[src/rtl/ballot_pkg.sv]
// ---------------------------------------------------------------------------
// ballot_pkg
// Shared definitions for the ballot entry front-end: candidate count, FSM
// state encoding and selection-vector helpers.
// ---------------------------------------------------------------------------
package ballot_pkg;

  localparam int NUM_CAND = 4;

  localparam logic [NUM_CAND-1:0] CAND_ZERO = {NUM_CAND{1'b0}};
  localparam logic [NUM_CAND-1:0] CAND_ONE  = {{(NUM_CAND-1){1'b0}}, 1'b1};

  typedef enum logic [1:0] {
    ST_IDLE    = 2'd0,
    ST_ARMED   = 2'd1,
    ST_CAST    = 2'd2,
    ST_LOCKOUT = 2'd3
  } state_e;

  // True when at least two bits are set (clearing the lowest set bit leaves a remainder).
  function automatic logic is_multi(input logic [NUM_CAND-1:0] v);
    return ((v & (v - CAND_ONE)) != CAND_ZERO);
  endfunction

  // True when exactly one bit is set.
  function automatic logic is_onehot(input logic [NUM_CAND-1:0] v);
    return ((v != CAND_ZERO) && !is_multi(v));
  endfunction

endpackage

[src/rtl/input_debounce.sv]
// ---------------------------------------------------------------------------
// input_debounce
// Two-flop synchronizer followed by a debouncer for one asynchronous button.
// Ports:
//   i_clk   - block clock
//   i_rst   - synchronous active-high reset
//   i_raw   - asynchronous raw button level
//   o_level - debounced level (registered)
//   o_rise  - one-cycle pulse in the cycle o_level goes 0 -> 1 (registered)
// ---------------------------------------------------------------------------
module input_debounce #(
  parameter int DEBOUNCE_CYCLES = 16
) (
  input  logic i_clk,
  input  logic i_rst,
  input  logic i_raw,
  output logic o_level,
  output logic o_rise
);

  localparam int            CW       = $clog2(DEBOUNCE_CYCLES);
  localparam logic [CW-1:0] CNT_ZERO = {CW{1'b0}};
  localparam logic [CW-1:0] CNT_ONE  = CW'(1);
  localparam logic [CW-1:0] CNT_LAST = CW'(DEBOUNCE_CYCLES - 1);

  logic          r_meta;
  logic          r_sync;
  logic          r_level;
  logic          r_rise;
  logic [CW-1:0] r_cnt;

  // Synchronize, then accept a new level only after a full run of agreeing samples.
  always_ff @(posedge i_clk) begin
    if (i_rst) begin
      r_meta  <= 1'b0;
      r_sync  <= 1'b0;
      r_level <= 1'b0;
      r_rise  <= 1'b0;
      r_cnt   <= CNT_ZERO;
    end else begin
      r_meta <= i_raw;
      r_sync <= r_meta;
      if (r_sync == r_level) begin
        // Any sample matching the current level restarts the run.
        r_cnt  <= CNT_ZERO;
        r_rise <= 1'b0;
      end else if (r_cnt == CNT_LAST) begin
        r_cnt   <= CNT_ZERO;
        r_level <= r_sync;
        r_rise  <= r_sync;
      end else begin
        r_cnt  <= r_cnt + CNT_ONE;
        r_rise <= 1'b0;
      end
    end
  end

  assign o_level = r_level;
  assign o_rise  = r_rise;

endmodule

[src/rtl/ballot_entry.sv]
// ---------------------------------------------------------------------------
// ballot_entry
// Front-end for the voting tally: conditions candidate/cast buttons, enforces
// a single one-hot selection, and hands each ballot downstream exactly once
// over valid/ready, followed by a lockout against double votes.
// Ports:
//   clk, rst     - clock, synchronous active-high reset
//   btn_raw[3:0] - async candidate buttons (active-high)
//   cast_raw     - async cast button (active-high)
//   enable       - voting mode active
//   vote_onehot  - ballot, meaningful while vote_valid
//   vote_valid   - ballot offered; held until vote_ready
//   vote_ready   - downstream accepts
//   selected     - armed selection (LEDs)
//   busy         - in CAST or LOCKOUT
//   err_multi    - one-cycle pulse on a multi-button selection
//   ballots[7:0] - accepted ballot count, saturating at 255
// All outputs are registered.
// ---------------------------------------------------------------------------
module ballot_entry
  import ballot_pkg::*;
#(
  parameter int DEBOUNCE_CYCLES = 16,
  parameter int LOCKOUT_CYCLES  = 64
) (
  input  logic                clk,
  input  logic                rst,
  input  logic [NUM_CAND-1:0] btn_raw,
  input  logic                cast_raw,
  input  logic                enable,
  output logic [NUM_CAND-1:0] vote_onehot,
  output logic                vote_valid,
  input  logic                vote_ready,
  output logic [NUM_CAND-1:0] selected,
  output logic                busy,
  output logic                err_multi,
  output logic [7:0]          ballots
);

  localparam int            LW        = (LOCKOUT_CYCLES > 1) ? $clog2(LOCKOUT_CYCLES) : 1;
  localparam logic [LW-1:0] LOCK_ZERO = {LW{1'b0}};
  localparam logic [LW-1:0] LOCK_ONE  = LW'(1);
  // Loading N-1 and exiting on the zero cycle gives exactly N cycles in LOCKOUT.
  localparam logic [LW-1:0] LOCK_LOAD = LW'(LOCKOUT_CYCLES - 1);

  logic [NUM_CAND-1:0] w_cand_level;
  logic [NUM_CAND-1:0] w_cand_rise;
  logic                w_cast_level;
  logic                w_cast_rise;
  logic                w_cand_press;

  state_e              r_state;
  logic [NUM_CAND-1:0] r_selected;
  logic [NUM_CAND-1:0] r_vote_onehot;
  logic                r_vote_valid;
  logic                r_busy;
  logic                r_err_multi;
  logic [7:0]          r_ballots;
  logic [LW-1:0]       r_lock_cnt;

  state_e              w_state_nxt;
  logic [NUM_CAND-1:0] w_selected_nxt;
  logic [NUM_CAND-1:0] w_onehot_nxt;
  logic                w_valid_nxt;
  logic                w_err_nxt;
  logic [7:0]          w_ballots_nxt;
  logic [LW-1:0]       w_lock_nxt;
  logic                w_busy_nxt;

  for (genvar gi = 0; gi < NUM_CAND; gi++) begin : g_cand
    input_debounce #(.DEBOUNCE_CYCLES(DEBOUNCE_CYCLES)) u_db (
      .i_clk   (clk),
      .i_rst   (rst),
      .i_raw   (btn_raw[gi]),
      .o_level (w_cand_level[gi]),
      .o_rise  (w_cand_rise[gi])
    );
  end

  input_debounce #(.DEBOUNCE_CYCLES(DEBOUNCE_CYCLES)) u_db_cast (
    .i_clk   (clk),
    .i_rst   (rst),
    .i_raw   (cast_raw),
    .o_level (w_cast_level),
    .o_rise  (w_cast_rise)
  );

  assign w_cand_press = |w_cand_rise;

  // Next-state logic for the FSM and every registered output.
  always_comb begin
    w_state_nxt    = r_state;
    w_selected_nxt = r_selected;
    w_onehot_nxt   = r_vote_onehot;
    w_valid_nxt    = r_vote_valid;
    w_err_nxt      = 1'b0;
    w_ballots_nxt  = r_ballots;
    w_lock_nxt     = r_lock_cnt;
    case (r_state)
      ST_IDLE: begin
        if (w_cand_press && enable) begin
          if (is_onehot(w_cand_level)) begin
            w_selected_nxt = w_cand_level;
            w_state_nxt    = ST_ARMED;
          end else begin
            w_err_nxt = is_multi(w_cand_level);
          end
        end else begin
          w_state_nxt = ST_IDLE;
        end
      end
      ST_ARMED: begin
        if (!enable) begin
          w_selected_nxt = CAND_ZERO;
          w_state_nxt    = ST_IDLE;
        end else if (w_cast_rise) begin
          // Cast wins over a same-cycle candidate press: ballot uses the old selection.
          w_onehot_nxt = r_selected;
          w_valid_nxt  = 1'b1;
          w_state_nxt  = ST_CAST;
        end else if (w_cand_press) begin
          if (is_onehot(w_cand_level)) begin
            w_selected_nxt = w_cand_level;
          end else begin
            w_err_nxt = is_multi(w_cand_level);
          end
        end else begin
          w_state_nxt = ST_ARMED;
        end
      end
      ST_CAST: begin
        // Offered ballot is held regardless of enable until the handshake completes.
        if (r_vote_valid && vote_ready) begin
          w_ballots_nxt  = (r_ballots == 8'hFF) ? 8'hFF : (r_ballots + 8'd1);
          w_selected_nxt = CAND_ZERO;
          w_onehot_nxt   = CAND_ZERO;
          w_valid_nxt    = 1'b0;
          w_lock_nxt     = LOCK_LOAD;
          w_state_nxt    = ST_LOCKOUT;
        end else begin
          w_state_nxt = ST_CAST;
        end
      end
      ST_LOCKOUT: begin
        if (r_lock_cnt != LOCK_ZERO) begin
          w_lock_nxt = r_lock_cnt - LOCK_ONE;
        end else if ((w_cand_level == CAND_ZERO) && !w_cast_level) begin
          w_state_nxt = ST_IDLE;
        end else begin
          w_state_nxt = ST_LOCKOUT;
        end
      end
      default: begin
        w_state_nxt    = ST_IDLE;
        w_selected_nxt = CAND_ZERO;
        w_onehot_nxt   = CAND_ZERO;
        w_valid_nxt    = 1'b0;
        w_lock_nxt     = LOCK_ZERO;
      end
    endcase
    w_busy_nxt = (w_state_nxt == ST_CAST) || (w_state_nxt == ST_LOCKOUT);
  end

  // State and output registers.
  always_ff @(posedge clk) begin
    if (rst) begin
      r_state       <= ST_IDLE;
      r_selected    <= CAND_ZERO;
      r_vote_onehot <= CAND_ZERO;
      r_vote_valid  <= 1'b0;
      r_busy        <= 1'b0;
      r_err_multi   <= 1'b0;
      r_ballots     <= 8'd0;
      r_lock_cnt    <= LOCK_ZERO;
    end else begin
      r_state       <= w_state_nxt;
      r_selected    <= w_selected_nxt;
      r_vote_onehot <= w_onehot_nxt;
      r_vote_valid  <= w_valid_nxt;
      r_busy        <= w_busy_nxt;
      r_err_multi   <= w_err_nxt;
      r_ballots     <= w_ballots_nxt;
      r_lock_cnt    <= w_lock_nxt;
    end
  end

  assign vote_onehot = r_vote_onehot;
  assign vote_valid  = r_vote_valid;
  assign selected    = r_selected;
  assign busy        = r_busy;
  assign err_multi   = r_err_multi;
  assign ballots     = r_ballots;

endmodule

[config.mk]
export PLATFORM = sky130hd
export DESIGN_NAME = ballot_entry
export DESIGN_NICKNAME = d
export VERILOG_FILES = /design/src/rtl/ballot_pkg.sv /design/src/rtl/input_debounce.sv /design/src/rtl/ballot_entry.sv
export SDC_FILE = /design/constraint.sdc
export NUM_CORES = 1
export LEC_CHECK = 0
export ABC_AREA = 1
export BUFFER_PORTS_ARGS = -buffer_cell sky130_fd_sc_hd__buf_4
export CAP_MARGIN = 0
export CORE_MARGIN = 1.5
export CORE_UTILIZATION = 39
export DETAILED_ROUTE_END_ITERATION = 10
export MAX_ROUTING_LAYER = met4
export PLACE_DENSITY = 0.56
export RECOVER_POWER = 50
export SYNTH_ARGS = -nofsm -noshare
export SYNTH_HDL_FRONTEND = slang
export SYNTH_SLANG_ARGS = --single-unit
export TNS_END_PERCENT = 20
[constraint.sdc]
create_clock -name clk -period 1.6 [get_ports clk]
set_clock_uncertainty 0.2 [all_clocks]
set_input_delay 0.24 -clock clk [delete_from_list [all_inputs] [get_ports clk]]
set_output_delay 0.24 -clock clk [all_outputs]
set_load 0.05 [all_outputs]
==> Word level (Yosys, flattened, before mapping) <==
Cells that the tools add are included.
{ "totals": {"ff_bits": 67, "in_bits": 9, "wordCells": 143} }
{ "op_classes": {"add_sub_neg": 8, "eq_ne": 23, "n_mux": 33, "bitwise": 11, "reduce_logical": 35} }
{ "op_table": {"columns": ["cell", "n"], "rows": [
  ["$mux 4", 8],
  ["$reduce_or 3->1", 10],
  ["$add 4x1->4 const B", 5],
  ["$eq 4x4->1 const B", 5],
  ["$mux 2", 7],
  ["$mux 6", 2],
  ["$pmux 4 s3", 1],
  ["$pmux 6 s2", 1],
  ["$reduce_and 2->1", 6],
  ["$not 1->1", 10],
  ["$mux 1", 9],
  ["$add 8x1->8 const B", 1],
  ["$eq 2x2->1 const B", 4],
  ["$eq 8x8->1 const B", 1],
  ["$mux 8", 1],
  ["$ne 2x2->1 const B", 4],
  ["$pmux 2 s4", 1],
  ["$pmux 4 s2", 1],
  ["$reduce_bool 4->1", 2],
  ["$ne 3x3->1 const B", 2],
  ["$reduce_bool 6->1", 1],
  ["$sub 6x1->6 const B", 1],
  ["$eq 1x1->1", 5],
  ["$reduce_and 5->1", 1],
  ["15 further kinds", 21]
]} }

==> Longest topological paths before layout <==
{ "depth": {"depth_word": 10, "ltp_mapped": 11} }

==> By module <==
A second synthesis with hierarchy kept.
{ "unflattened": {"cells_unflattened": 419, "hier_area_um2": 3108.0} }
{ "by_module_without_submodules": {"columns": ["mod", "instances", "cells_per_inst", "area_per_inst_um2"], "rows": [
  ["ballot_entry", 1, 234, 1594.0],
  ["input_debounce", 5, 37, 302.8]
]} }

==> Worst setup path before layout <==
Ideal clock, no wire load.
{ "synth_path": {"path_type": "reg2reg", "start": "register r_state[1]", "end": "register r_selected[0] (netlist: selected[0])", "arrival_ns": 1.802, "required_time_ns": 1.285, "path_slack_ns": -0.517, "stages_incl_launch_ff": 9, "path_buffers": 0, "path_cell_list": "dfxtp_1 -> inv_1 -> ha_1 -> nand2_2 -> inv_1 -> o21ai_0 -> nand2_1 -> a21oi_1 -> nor2_1"} }
{ "synth_between": {"elab_chain_len": 3, "elab_cells_between_ends": 10, "cone_classes": "eq/ne: 6; mux: 1; reduce/logical: 3"} }
{ "synth_lines": {"columns": ["item", "line", "source"], "rows": [
  ["start: declaration", "ballot_entry.sv:52", "state_e r_state;"],
  ["start signal: assignment", "ballot_entry.sv:176", "r_state <= w_state_nxt;"],
  ["$eq 2x1->1, or another cell as far along", "ballot_entry.sv:99", "case (r_state)"],
  ["$ne 3x3->1 (no source line), or another cell as far along", null, null],
  ["$reduce_and 5->1 (no source line)", null, null],
  ["end signal: assignment", "ballot_entry.sv:177", "r_selected <= w_selected_nxt;"],
  ["end: declaration", "ballot_entry.sv:53", "logic [NUM_CAND-1:0] r_selected;"]
]} }
Several ways; a longest one is shown, not always the timed one.
A chain may end at the register's enable or synchronous reset.

==> Final worst setup path <==
{ "layout_path": {"start": "register r_state[1]", "end": "register r_selected[1] (netlist: selected[1])"} }
Same word-level chain as after synthesis.

==> impl_metrics.tcl <==
set metrics [dict create \
    syn2layout_area_growth_pct 27.6 \
    dp_hpwl_um 4060 \
    worst_pin_slew_ps 279 \
    path_buf_inv 2 \
    drtPass1Iterations 4 \
    synth_nets 396 \
    cp_slowest_stage_delay_ps 400 \
    post-route-period-util_pct 100 \
    avgSynthCellArea_sq_um 7.71 \
    grt_antenna_before_repair 0 \
    ios 28 \
    clock-sinks 66 \
    vdd_drop_max_v 0.000477 \
    drc_errors 0 \
    vias 2491 \
    grt_first_pass_wirelength_um 9420 \
    gp_congestion 0.822 \
    worst-setup-path-type "reg -> reg" \
    grt_pass1_vias 2247 \
    setup_ws_ps -3.07 \
    rsz0062_at_grt "yes" \
    die_w_um 89.1 \
    rows 31 \
    wl_per_cell_um 10.5 \
    start_util_pct 40.1 \
    n_antenna_cell 0 \
    slew_headroom_pct 81.5 \
    dp_cells 512 \
    die_y_um 89.1 \
    finalCriticalPeriod_ps 1600 \
    stdcell_count 537 \
    synth.distinct_cells 33 \
    final_area_sq_um 3690 \
    layout.nets 455 \
    synth_seq_cells 66 \
    dpl_cell_area_sq_um 3390 \
    cp.required_ps 1630 \
    routed_wl_um 5630 \
    synthTopCellsByArea "dfxtp_1 46%, nand2_1 9.2%, nor2_1 7.1%" \
    clk_latency_ps 340 \
    io_buffers 27 \
    drive_gt1_share_pct 25.3 \
    fill_cells 714 \
    cts_tree "done" \
    post-place-ws_ps -47.4 \
    leakage_nw 1.61 \
    crit_path_top_delay_cell "dfxtp_4" \
    max_freq_mhz 624 \
    async_flop_share_pct 0 \
    violations "negative setup slack" \
    setup_tns_ps -3.07 \
    crit_chain "inv_4 > ha_4 > nand2_4 > inv_2 > nand2_2 > o21ai_2 > nor2_2 > nand2_2 > a21oi_2 > nor2_1" \
    clk_pin_slew_worst_paths_ps 70 \
    yosys_warnings 0 \
    startpoint_type "flip-flop" \
    status "finished with violations" \
    crit_path_frequent_cell "nand2_2" \
    hold_viol 0 \
    worst_ep_arrival_time_ps 1640 \
    cp-end-kind "flip-flop" \
    cts_buffer_depth 2 \
    die_area_sq_um 7940 \
    final_core_util_pct 51.2 \
    antenna_left 0 \
    htree_levels 3 \
    hold_class "in -> reg" \
    grt_overflow 0 \
    synthFlopType "dfxtp_1" \
    drv_cap 0 \
    worst-path-max-fanout 5 \
    grt_max_degree 15 \
    root_buffer "clkbuf_8" \
    design.core.area_sq_um 7210 \
    critPathTopFamily "simple AND/OR/NAND/NOR gates" \
    synth_edf_count 0 \
    drtIter0Drc 71 \
    viasPerCell 4.64 \
    post-synth-top-area-cell "dfxtp_1" \
    yosysSeqAreaShare_pct 45.7 \
    synth_top_area_share_pct 45.7 \
    numCtsBuffers 9 \
    setup_viol 1 \
    netlist_instances 375 \
    maxSlewViolCount 0 \
    p_per_area_nw_per_um2 879 \
    synth_area_sq_um 2890 \
    gr-usage-all-layers_pct 15.9 \
]
## logic make-up after synthesis
kind of cell / after synthesis / share of synthesized area, %
xor+xnor: 14 / 4.24
flops: 66 / 45.7
compound gates: 47 / 8.78
buf+inv: 51 / 6.83
simple gates: 185 / 29.3
fa+ha+maj: 12 / 5.19
## cell type report
type                    instances  area, sq um  share of cell area [%]
flip-flops and latches         66         1340                    36.3
repair buffers                 54          388                    10.5
multi-input cells             258         1450                    39.4
well taps                      99          124                    3.35
inverters                      45          171                    4.64
clock inverters                 1         30.0                   0.813
clock buffers                  14          184                    4.98
## path summary, 6_finish.rpt
kind | cells after the start | endpoint | from | slack (ps)
min reg2reg | 2 | g_cand[1].u_db.r_sync | g_cand[1].u_db.r_meta | 200
min | 3 | err_multi | enable | 50
max reg2reg | 10 | selected[1] | r_state[1] | -3
max | 10 | selected[1] | r_state[1] | -3
## power breakdown
group	leakage [nW]	switching (W)	internal [W]	total (W)
combinational	0.965	0.0000422	0.0000417	0.0000839
sequential	0.540	0.00000808	0.00165	0.00166
clock	0.108	0.000606	0.000893	0.00150
## through the flow
stage | power, W | hold slack, ps
2_1_floorplan | 0.00173 | 147
6_report | 0.00324 | 54.3
3_3_place_gp | 0.00177 | 189
4_1_cts | 0.00330 | 42.2
5_1_grt | 0.00337 | 56.1
3_5_place_dp | 0.00177 | 196
## worst register-to-register path: cells and delay by family (launching register included)
kind / cells / cell delay [ps]
simple gates: 5 / 450
flops: 1 / 400
compound gates: 2 / 190
fa+ha+maj: 1 / 170
buf+inv: 2 / 100
## registers in the layout, summed over array words and instances, names as in the netlist, 2 cells and up
signal               count
g_cand.u_db.r_cnt       16
ballots                  8
r_lock_cnt               6
g_cand.u_db.o_level      4
g_cand.u_db.o_rise       4
g_cand.u_db.r_meta       4
g_cand.u_db.r_sync       4
selected                 4
u_db_cast.r_cnt          4
vote_onehot              4
r_state                  2
## synth_stat cells, drive strengths merged (3+ instances only)
master	number
nor2	59
nand3	27
buf	3
nand2	76
o21ai	14
clkbuf	3
a21oi	29
xor2	8
xnor2	6
nand3b	4
nor3	3
or2	7
inv	45
ha	12
dfxtp	66
nand4	5
## per-layer routing
metal  part of all wire (%)  vias up  track usage (%)
met2                     48       37             24.5
met4                    2.3        0             8.53
met1                     47     1126             18.6
met3                    2.9       13             4.99
li1                       -     1315                -
met5                      0        -                -
## timing repair
item | 4_1_cts | 5_1_grt
pin swaps | 1 | 6
gates cloned | 0 | 0
hold endpoints to repair | 14 | 0
gates resized for setup | 5 | 6
endpoints found under the setup margin | 13 | 17
hold buffers | 8 | 0
buffers inserted | 0 | 2
## placed cells by master, fill, tap and decap left out, types with 3 or more instances in the layout
master         Yosys  layout
nand4_1            4       4
buf_4              1      26
dlygate4sd3_1      0       8
o21ai_0           11       9
nand2_1           71      70
xor2_1             8       8
dfxtp_4            0       3
clkbuf_2           0      18
nand3b_1           4       4
xnor2_1            6       6
nand3_1           24      24
inv_2              4       7
nand2_2            5       5
nor2_4             2       3
nor2_1            55      55
clkbuf_8           0      11
ha_1              12       8
a21oi_2            0       4
dfxtp_1           66      56
a21oi_1           29      25
or2_2              6       6
inv_1             41      37
dfxtp_2            0       7
o21ai_1            2       3
Power figures use the tool's default switching activity.
